File: src/rtl/water_flow_monitor_if.sv
// Signal bundle between the drum water-flow monitor and its controller.
// The controller drives the master modport and the monitor uses the slave modport.
interface water_flow_monitor_if;
  logic       water_flow_reset;
  logic       water_flow_mode;
  logic [9:0] water_level_sensor;
  logic       water_flow_error;
  logic       fault_is_fill;
  logic       monitor_active;
  logic [2:0] stall_count;

  modport master (
    output water_flow_reset,
    output water_flow_mode,
    output water_level_sensor,
    input  water_flow_error,
    input  fault_is_fill,
    input  monitor_active,
    input  stall_count
  );

  modport slave (
    input  water_flow_reset,
    input  water_flow_mode,
    input  water_level_sensor,
    output water_flow_error,
    output fault_is_fill,
    output monitor_active,
    output stall_count
  );
endinterface

File: src/rtl/water_flow_monitor.sv
// Watches the drum level while filling or draining and raises a sticky fault when
// the level stops moving for STALL_LIMIT consecutive samples.
module water_flow_monitor #(
  parameter int unsigned SAMPLE_CYCLES = 16,
  parameter int unsigned MIN_DELTA     = 2,
  parameter int unsigned STALL_LIMIT   = 4
) (
  input  logic                 clk,
  input  logic                 reset,
  water_flow_monitor_if.slave  bus
);

  typedef enum logic [1:0] {
    IDLE      = 2'd0,
    MON_FILL  = 2'd1,
    MON_DRAIN = 2'd2,
    FAULT     = 2'd3
  } state_t;

  localparam logic [7:0]  LP_TICK_AT   = 8'(SAMPLE_CYCLES - 1);
  localparam logic [10:0] LP_MIN_DELTA = 11'(MIN_DELTA);
  localparam logic [2:0]  LP_LIMIT     = 3'(STALL_LIMIT);

  // Negative progress (level moved the wrong way) clamps to zero instead of wrapping.
  function automatic logic [10:0] progress_f(input logic       fill,
                                             input logic [9:0] level,
                                             input logic [9:0] base);
    logic [10:0] diff;
    if (fill) begin
      diff = {1'b0, level} - {1'b0, base};
    end else begin
      diff = {1'b0, base} - {1'b0, level};
    end
    if (diff[10]) begin
      return 11'd0;
    end else begin
      return diff;
    end
  endfunction

  state_t      r_state;
  logic [7:0]  r_cnt;
  logic [9:0]  r_base;
  logic [2:0]  r_stall;
  logic        r_err;
  logic        r_fault_fill;
  logic        r_active;

  state_t      w_state_nxt;
  logic [7:0]  w_cnt_nxt;
  logic [9:0]  w_base_nxt;
  logic [2:0]  w_stall_nxt;
  logic        w_err_nxt;
  logic        w_fault_fill_nxt;
  logic        w_active_nxt;
  logic        w_fill;
  logic        w_tick;
  logic        w_progress;
  logic [10:0] w_delta;

  // Next-state, counter, baseline and output decode.
  always_comb begin
    w_state_nxt      = r_state;
    w_cnt_nxt        = r_cnt;
    w_base_nxt       = r_base;
    w_stall_nxt      = r_stall;
    w_fill           = (r_state == MON_FILL);
    w_tick           = (r_cnt == LP_TICK_AT);
    w_delta          = progress_f(w_fill, bus.water_level_sensor, r_base);
    w_progress       = (w_delta >= LP_MIN_DELTA) ||
                       ( w_fill && (bus.water_level_sensor == 10'd1023)) ||
                       (!w_fill && (bus.water_level_sensor == 10'd0));

    if (bus.water_flow_reset) begin
      w_state_nxt = IDLE;
      w_cnt_nxt   = 8'd0;
      w_base_nxt  = 10'd0;
      w_stall_nxt = 3'd0;
    end else begin
      case (r_state)
        IDLE: begin
          w_base_nxt  = bus.water_level_sensor;
          w_cnt_nxt   = 8'd0;
          w_stall_nxt = 3'd0;
          w_state_nxt = bus.water_flow_mode ? MON_FILL : MON_DRAIN;
        end
        MON_FILL, MON_DRAIN: begin
          // A direction change restarts monitoring and outranks a coincident tick.
          if (bus.water_flow_mode != w_fill) begin
            w_state_nxt = bus.water_flow_mode ? MON_FILL : MON_DRAIN;
            w_base_nxt  = bus.water_level_sensor;
            w_cnt_nxt   = 8'd0;
            w_stall_nxt = 3'd0;
          end else if (w_tick) begin
            w_cnt_nxt  = 8'd0;
            w_base_nxt = bus.water_level_sensor;
            if (w_progress) begin
              w_stall_nxt = 3'd0;
            end else if (r_stall < LP_LIMIT) begin
              w_stall_nxt = r_stall + 3'd1;
              if ((r_stall + 3'd1) == LP_LIMIT) begin
                w_state_nxt = FAULT;
              end else begin
                w_state_nxt = r_state;
              end
            end else begin
              w_stall_nxt = LP_LIMIT;
              w_state_nxt = FAULT;
            end
          end else begin
            w_cnt_nxt = r_cnt + 8'd1;
          end
        end
        FAULT: begin
          w_state_nxt = FAULT;
        end
        default: begin
          w_state_nxt = IDLE;
          w_cnt_nxt   = 8'd0;
          w_base_nxt  = 10'd0;
          w_stall_nxt = 3'd0;
        end
      endcase
    end

    w_err_nxt        = (w_state_nxt == FAULT);
    w_active_nxt     = (w_state_nxt == MON_FILL) || (w_state_nxt == MON_DRAIN);
    w_fault_fill_nxt = 1'b0;
    if (w_state_nxt == FAULT) begin
      w_fault_fill_nxt = (r_state == FAULT) ? r_fault_fill : (r_state == MON_FILL);
    end else begin
      w_fault_fill_nxt = 1'b0;
    end
  end

  // State and registered outputs; outputs are decoded from next state so they align with it.
  always_ff @(posedge clk) begin
    if (reset) begin
      r_state      <= IDLE;
      r_cnt        <= 8'd0;
      r_base       <= 10'd0;
      r_stall      <= 3'd0;
      r_err        <= 1'b0;
      r_fault_fill <= 1'b0;
      r_active     <= 1'b0;
    end else begin
      r_state      <= w_state_nxt;
      r_cnt        <= w_cnt_nxt;
      r_base       <= w_base_nxt;
      r_stall      <= w_stall_nxt;
      r_err        <= w_err_nxt;
      r_fault_fill <= w_fault_fill_nxt;
      r_active     <= w_active_nxt;
    end
  end

  assign bus.water_flow_error = r_err;
  assign bus.fault_is_fill    = r_fault_fill;
  assign bus.monitor_active   = r_active;
  assign bus.stall_count      = r_stall;

endmodule

File: src/flat_wrapper.sv
// flat-port wrapper written by rule: the top's interface ports become plain ports
module water_flow_monitor_flat 
#(
  parameter int unsigned SAMPLE_CYCLES = 16,
  parameter int unsigned MIN_DELTA     = 2,
  parameter int unsigned STALL_LIMIT   = 4
)
  (clk, reset, bus_water_flow_reset, bus_water_flow_mode, bus_water_level_sensor, bus_water_flow_error, bus_fault_is_fill, bus_monitor_active, bus_stall_count);
  water_flow_monitor_if bus_i ();
  input  logic clk;
  input  logic reset;
  input wire logic [$bits(bus_i.water_flow_reset)-1:0] bus_water_flow_reset;
  input wire logic [$bits(bus_i.water_flow_mode)-1:0] bus_water_flow_mode;
  input wire logic [$bits(bus_i.water_level_sensor)-1:0] bus_water_level_sensor;
  output wire logic [$bits(bus_i.water_flow_error)-1:0] bus_water_flow_error;
  output wire logic [$bits(bus_i.fault_is_fill)-1:0] bus_fault_is_fill;
  output wire logic [$bits(bus_i.monitor_active)-1:0] bus_monitor_active;
  output wire logic [$bits(bus_i.stall_count)-1:0] bus_stall_count;
  assign bus_i.water_flow_reset = bus_water_flow_reset;
  assign bus_i.water_flow_mode = bus_water_flow_mode;
  assign bus_i.water_level_sensor = bus_water_level_sensor;
  assign bus_water_flow_error = bus_i.water_flow_error;
  assign bus_fault_is_fill = bus_i.fault_is_fill;
  assign bus_monitor_active = bus_i.monitor_active;
  assign bus_stall_count = bus_i.stall_count;
  water_flow_monitor #(.SAMPLE_CYCLES(SAMPLE_CYCLES), .MIN_DELTA(MIN_DELTA), .STALL_LIMIT(STALL_LIMIT)) u_core (.clk(clk), .reset(reset), .bus(bus_i));
endmodule
File: config.mk
export PLATFORM = sky130hd
export DESIGN_NAME = water_flow_monitor_flat
export DESIGN_NICKNAME = d
export VERILOG_FILES = /design/src/rtl/water_flow_monitor_if.sv /design/src/rtl/water_flow_monitor.sv /design/src/flat_wrapper.sv
export SDC_FILE = /design/constraint.sdc
export NUM_CORES = 1
export LEC_CHECK = 0
export BUFFER_PORTS_ARGS = -buffer_cell sky130_fd_sc_hd__buf_2
export CORE_AREA = 2 2 62 64
export CTS_BUF_LIST = sky130_fd_sc_hd__clkbuf_8
export DETAILED_ROUTE_END_ITERATION = 6
export DIE_AREA = 0 0 64 66
export PLACE_DENSITY_LB_ADDON = 0.2
export SLEW_MARGIN = 20
export SYNTH_ARGS = -nofsm -noshare
export SYNTH_HDL_FRONTEND = slang
export SYNTH_SLANG_ARGS = --single-unit
File: constraint.sdc
create_clock -name clk -period 3.9 [get_ports clk]
set_clock_uncertainty 0.1 [all_clocks]
set_input_delay 0.585 -clock clk [delete_from_list [all_inputs] [get_ports clk]]
set_output_delay 0.585 -clock clk [all_outputs]
set_load 0.05 [all_outputs]
## Word-level counts from Yosys, hierarchy flattened

Index checks and enable logic that the tools add are counted.

- Shift operators: 0
- Bitwise operators: 1
- Magnitude comparators: 2
- Divide/modulo/power cells: 0
- Multipliers: 0
- Add/sub/neg operators: 4
- Equal/unequal tests: 11
- Muxes and demuxes: 21
- Reduce and logical (&&, ||, !) cells: 13

Operators with widths:

| kind | count |
|---|---|
| two-way mux 10 bit | 3 |
| subtractor 10 x 10 -> 11 bit | 2 |
| case mux 10 bit (2 select lines) | 1 |
| two-way mux 8 bit | 2 |
| case mux 8 bit (2 select lines) | 1 |
| two-way mux 2 bit | 7 |
| two-way mux 3 bit | 4 |
| two-way mux 11 bit | 1 |
| == test 10 bit (second input constant) | 1 |
| greater-or-equal comparator 10 x 2 -> 1 bit (second input constant) | 1 |
| logical NOT 10 bit | 1 |
| adder 8 x 1 -> 8 bit (second input constant) | 1 |
| == test 2 bit (second input constant) | 4 |
| == test 8 x 4 -> 1 bit (second input constant) | 1 |
| case mux 2 bit (3 select lines) | 1 |
| case mux 3 bit (2 select lines) | 1 |
| OR reduction 2 bit | 3 |
| == test 2 x 1 -> 1 bit (second input constant) | 2 |
| adder 3 x 1 -> 3 bit (second input constant) | 1 |
| == test 3 bit (second input constant) | 1 |
| logical OR 1 bit | 3 |
| < comparator 3 bit (second input constant) | 1 |
| != test 3 x 1 -> 1 bit (second input constant) | 1 |
| logical AND 1 bit | 2 |
| 6 further kinds | 6 |

- RAM bits: 0
- Logic and storage cells: 59
- ROM bits: 0
- Register bits: 26
- Memories kept: 0
- Output and inout bits: 6
- Latch bits: 0
- Input port bits: 14

## Logic depth before layout (Yosys ltp)

- Depth in word-level cells: 14
- Mapped depth: 15

## Worst setup path after synthesis

No wires, ideal clock.

- Path type: input-to-reg
- From: in bus_water_level_sensor[0]
- To: reg u_core.r_active (netlist: u_core.bus.monitor_active)
- Setup slack: 645 ps
- Buffers on the path: 0
- Arrival time: 3,041 ps
- Cell stages on the path: 14
- Cells stage by stage: inv_1 > ha_1 > inv_1 > fa_1 > mux2i_1 > nor3_1 > a311oi_2 > xor2_1 > o2111ai_1 > o41ai_2 > nand2_1 > a31oi_1 > ha_1 > nor2b_1

- Longest elaborated chain between the ends: 13

RTL lines:

| item | RTL line | source |
|---|---|---|
| from (decl) | flat_wrapper.sv:14 | `input wire logic [$bits(bus_i.water_level_sensor)-1:0] bus_water_level_sensor;` |
| subtractor 10 x 10 -> 11 bit (on tied branches) | water_flow_monitor.sv:32, water_flow_monitor.sv:30 |  |
| two-way mux 11 bit | water_flow_monitor.sv:29 | `if (fill) begin` |
| two-way mux 10 bit | water_flow_monitor.sv:34 | `if (diff[10]) begin` |
| greater-or-equal comparator 10 x 2 -> 1 bit | water_flow_monitor.sv:70 | `w_progress = (w_delta >= LP_MIN_DELTA) \|\|` |
| logical OR 1 bit | water_flow_monitor.sv:70 |  |
| logical OR 1 bit (*) | water_flow_monitor.sv:71 | `( w_fill && (bus.water_level_sensor == 10'd1023)) \|\|` |
| two-way mux 2 bit (*) | water_flow_monitor.sv:97 | `if (w_progress) begin` |
| two-way mux 2 bit (*) | water_flow_monitor.sv:94 | `end else if (w_tick) begin` |
| two-way mux 2 bit (*) | water_flow_monitor.sv:89 | `if (bus.water_flow_mode != w_fill) begin` |
| case mux 2 bit (3 select lines) (*) | water_flow_monitor.sv:80 | `case (r_state)` |
| two-way mux 2 bit (*) | water_flow_monitor.sv:74 | `if (bus.water_flow_reset) begin` |
| via u_core.w_state_nxt[0] | water_flow_monitor.sv:49 | `state_t w_state_nxt;` |
| == test 2 x 1 -> 1 bit or == test 2 bit (tied branches) | water_flow_monitor.sv:127 | `w_active_nxt = (w_state_nxt == MON_FILL) \|\| (w_state_nxt == MON_DRAIN);` |
| logical OR 1 bit (*) | water_flow_monitor.sv:127 |  |
| via u_core.w_active_nxt | water_flow_monitor.sv:55 | `logic w_active_nxt;` |
| to (signal assigned) | water_flow_monitor.sv:153 | `r_active <= w_active_nxt;` |
| to (decl) | water_flow_monitor.sv:47 | `logic r_active;` |

The timed path passes the listed nets; every way through them passes the cells marked *.
A chain may end at the register's enable or synchronous reset.

## Final worst setup path

- From: reg u_core.r_state[0]
- To: reg u_core.r_fault_fill (netlist: u_core.bus.fault_is_fill)

- Longest elaborated chain between the ends: 14

RTL lines:

| item | RTL line | source |
|---|---|---|
| from (decl) | water_flow_monitor.sv:41 | `state_t r_state;` |
| from (signal assigned) | water_flow_monitor.sv:147 | `r_state <= w_state_nxt;` |
| == test 2 x 1 -> 1 bit (*) | water_flow_monitor.sv:67 | `w_fill = (r_state == MON_FILL);` |
| via u_core.w_fill | water_flow_monitor.sv:56 | `logic w_fill;` |
| two-way mux 11 bit | water_flow_monitor.sv:29 |  |
| two-way mux 10 bit | water_flow_monitor.sv:34 |  |
| greater-or-equal comparator 10 x 2 -> 1 bit | water_flow_monitor.sv:70 |  |
| logical OR 1 bit | water_flow_monitor.sv:70 |  |
| logical OR 1 bit | water_flow_monitor.sv:71 |  |
| two-way mux 2 bit | water_flow_monitor.sv:97 |  |
| two-way mux 2 bit | water_flow_monitor.sv:94 |  |
| two-way mux 2 bit | water_flow_monitor.sv:89 |  |
| case mux 2 bit (3 select lines) (*) | water_flow_monitor.sv:80 |  |
| two-way mux 2 bit (*) | water_flow_monitor.sv:74 |  |
| via u_core.w_state_nxt[1] | water_flow_monitor.sv:49 |  |
| == test 2 bit (*) | -- |  |
| via u_core.w_err_nxt | water_flow_monitor.sv:53 | `logic w_err_nxt;` |
| inverter 1 bit (no line) (*) | -- |  |
| OR reduction 2 bit (no line) (*) | -- |  |
| to (signal assigned) | water_flow_monitor.sv:152 | `r_fault_fill <= w_fault_fill_nxt;` |
| to (decl) | water_flow_monitor.sv:46 | `logic r_fault_fill;` |

Marked as above.

==> impl_metrics.json <==
{
  "status": "completed",
  "slew-limit-headroom_pct": 60.2,
  "r2r_start": "u_core.r_state[0]$_SDFF_PP0_",
  "drtAntennaViolNets": 0,
  "fin_area_mm2": 0.00236,
  "critPathLaunch": "u_core.r_state[0]$_SDFF_PP0_",
  "crit_path_max_incr_delay_ns": 0.47,
  "netlist.top_cell.by_area": "dfxtp_1",
  "grt_pass1_vias": 1742,
  "io_buffers": 19,
  "rrSetupSlack_ns": 0.56,
  "worstPathArrival_ns": 3.46,
  "final.period_utilization_pct": 85.6,
  "period_minus_slack_ns": 3.34,
  "finalHoldViolCount": 0,
  "synth_top_area_share_pct": 24.3,
  "whs_path_depth": 2,
  "via_per_inst": 5.71,
  "fill_cells": 294,
  "final_util_pct": 66.6,
  "start_kind": "flop",
  "start_util_pct": 60.4,
  "final_nets": 335,
  "yosys_warnings": 0,
  "tns_ns": 0,
  "avgSynthCellArea_um2": 7.95,
  "slew_violations": 0,
  "grtUsageTotal_pct": 23.3,
  "synthDistinctLibCells": 43,
  "core_mm2": 0.00355,
  "post_dp_cell_area_mm2": 0.00229,
  "numCtsBuffers": 3,
  "crit_path_end_kind": "flop",
  "worstMarginPinSlew_ns": 0.593,
  "path_buf_inv": 1,
  "cp_slowest_cell": "ha_1",
  "antenna_found_initial": 0,
  "fp-row-count": 22,
  "syn2layout_area_growth_pct": 10.1,
  "hold_path_class": "reg -> reg",
  "post_cts_resized": 0,
  "drc": 0,
  "pwr_density_cell_mw_per_mm2": 298,
  "synth-seq-cells": 26,
  "post-dp-hpwl_um": 3570,
  "synth_flop_cell": "dfxtp_1",
  "diodes": 0,
  "htreeDepth": 1,
  "drv_cap": 0,
  "postCtsSetupBuffers": 0,
  "die_area_mm2": 0.00422,
  "crit_required_ns": 4.02,
  "hold_buffers": 0,
  "power_mw": 0.705,
  "cp_top_family": "compound AO/OA/AOI/OAI gates",
  "cp-endpoint": "u_core.bus.fault_is_fill$_SDFFE_PP0P_",
  "min_from": "u_core.bus.stall_count[1]$_SDFFE_PP0P_",
  "clock-sinks": 26,
  "clk_latency_ns": 0.28,
  "crit_type": "reg -> reg",
  "drive_gt1_share_pct": 10.7,
  "reg2reg_depth": 12,
  "worstSetupPathDepth": 12,
  "synth_edf_count": 0,
  "synth_top_cells_by_area": "dfxtp_1, ha_1, mux2i_1",
  "fmax_mhz": 299,
  "overflow": 0,
  "vias": 1929,
  "crit_chain": "ha_1 > clkinv_1 > mux2i_1 > a311oi_2 > xor2_1 > o2111ai_1 > o41ai_2 > nand2_1 > a31oi_1 > ha_1 > nor2b_1 > nor2b_1",
  "grt_pass1_wl_um": 7880,
  "crit_fanout": 9,
  "gp_congestion": 0.885,
  "drt_iter0_markers": 119,
  "ir_worst_vdd_v": 0.000165,
  "syn_inst": 270,
  "syn_nets": 314,
  "cts-root-buf": "clkbuf_8",
  "dieHeight_um": 66,
  "grt_setup_unrepaired": "no",
  "yosysMostFrequentCell": "nor2_1",
  "grt_start_max_net_pins": 16,
  "drt_pass1_iterations": 4,
  "seq_area_frac_synth_pct": 24.3,
  "routed_wl_um": 4620,
  "wl_per_cell_um": 13.7,
  "p_leak_nw": 1.09,
  "yosys-top-cells-count": "nor2_1, ha_1, inv_1",
  "ys_async_sr_fraction_pct": 0,
  "reg2reg_to": "u_core.bus.fault_is_fill$_SDFFE_PP0P_",
  "syn-cell-area_mm2": 0.00215,
  "tritoncts": "done",
  "cts_buffer_depth": 2,
  "clkTransAtPathRegs_ns": 0.09,
  "io_pins": 20,
  "dieWidth_um": 64,
  "setup_violations": 0
}
-- power breakdown --
group	internal, mW	leakage [nW]	switching [mW]
combinational	0.0764	0.842	0.119
clock	0.138	0.0357	0.0914
sequential	0.274	0.211	0.00667
total	0.488	1.09	0.217
-- worst min path at each step --
stage,to,slack [ns]
floorplan,u_core.r_cnt[7]$_SDFFE_PP0P_,0.37
global placement,u_core.bus.stall_count[1]$_SDFFE_PP0P_,0.36
detailed placement,u_core.bus.stall_count[1]$_SDFFE_PP0P_,0.37
CTS,u_core.bus.stall_count[1]$_SDFFE_PP0P_,0.38
global route,u_core.bus.monitor_active$_SDFF_PP0_,0.40
finish,u_core.bus.stall_count[1]$_SDFFE_PP0P_,0.37
-- cells in the final DEF, fill, tap and decap left out, types with 2 or more instances in the layout --
| cell | netlist | layout |
|---|---|---|
| inv_1 | 28 | 28 |
| dfxtp_1 | 26 | 26 |
| a21boi_0 | 3 | 3 |
| o21ai_1 | 4 | 4 |
| nor2b_1 | 7 | 7 |
| a31oi_1 | 2 | 2 |
| nor2_1 | 41 | 41 |
| nor3_1 | 4 | 4 |
| ha_1 | 28 | 28 |
| o21ai_0 | 10 | 10 |
| nand2b_1 | 2 | 2 |
| xor2_1 | 13 | 13 |
| o22ai_1 | 3 | 3 |
| clkbuf_8 | 0 | 3 |
| o31ai_1 | 3 | 3 |
| nor4_1 | 4 | 4 |
| mux2i_1 | 16 | 16 |
| nand2_1 | 13 | 13 |
| a21oi_1 | 19 | 19 |
| fa_1 | 2 | 2 |
| nand4b_1 | 2 | 2 |
| buf_2 | 1 | 19 |
| nand4_1 | 3 | 3 |
| o211ai_1 | 5 | 5 |
| buf_4 | 0 | 3 |
| nand3_1 | 9 | 9 |
| a211oi_1 | 2 | 2 |
-- per-stage QoR --
| step | hold slack [ns] | setup slack (ns) | instances |
|---|---|---|---|
| 2_1_floorplan | 0.370 | 0.645 | 270 |
| 3_3_place_gp | 0.363 | 0.464 | 334 |
| 3_5_place_dp | 0.367 | 0.393 | 334 |
| 4_1_cts | 0.382 | 0.550 | 338 |
| 5_1_grt | 0.398 | 0.285 | 338 |
| 6_report | 0.374 | 0.561 | 338 |
-- metal layers --
layer	wire length (um)	track usage [%]	vias up
li1	-	-	974
met1	2240	33.4	894
met2	2080	37.0	55
met3	253	2.21	6
met4	42	7.07	0
met5	0	0	-
-- sequential cells by signal, summed over array words and instances (netlist names) --
signal,count
u_core.bus.fault_is_fill,1
u_core.bus.monitor_active,1
u_core.bus.stall_count,3
u_core.bus.water_flow_error,1
u_core.r_base,10
u_core.r_cnt,8
u_core.r_state,2
-- cell type report --
cell class | count | area [um^2] | area share, %
timing repair buffer | 22 | 118 | 4.98
sequential | 26 | 520 | 22.0
clock buffer | 3 | 41.3 | 1.75
multi-input combinational | 209 | 1490 | 62.8
tap | 48 | 60.1 | 2.54
inverter | 29 | 109 | 4.61
clock inverter | 1 | 30.0 | 1.27
-- kinds of logic after synthesis --
| group | after synthesis | synth area share [%] |
|---|---|---|
| buf+inv | 35 | 6.53 |
| fa+ha+maj | 30 | 18.2 |
| compound gates | 59 | 18.1 |
| xor+xnor | 14 | 5.71 |
| simple gates | 90 | 19.7 |
| flops | 26 | 24.3 |
| mux | 16 | 7.46 |
-- worst min-delay path, stage by stage, from the launching register on --
cell     delay (ns)
dfxtp_1        0.34
nand2_1        0.05
o21ai_1        0.05
Power figures use the tool's default switching activity.
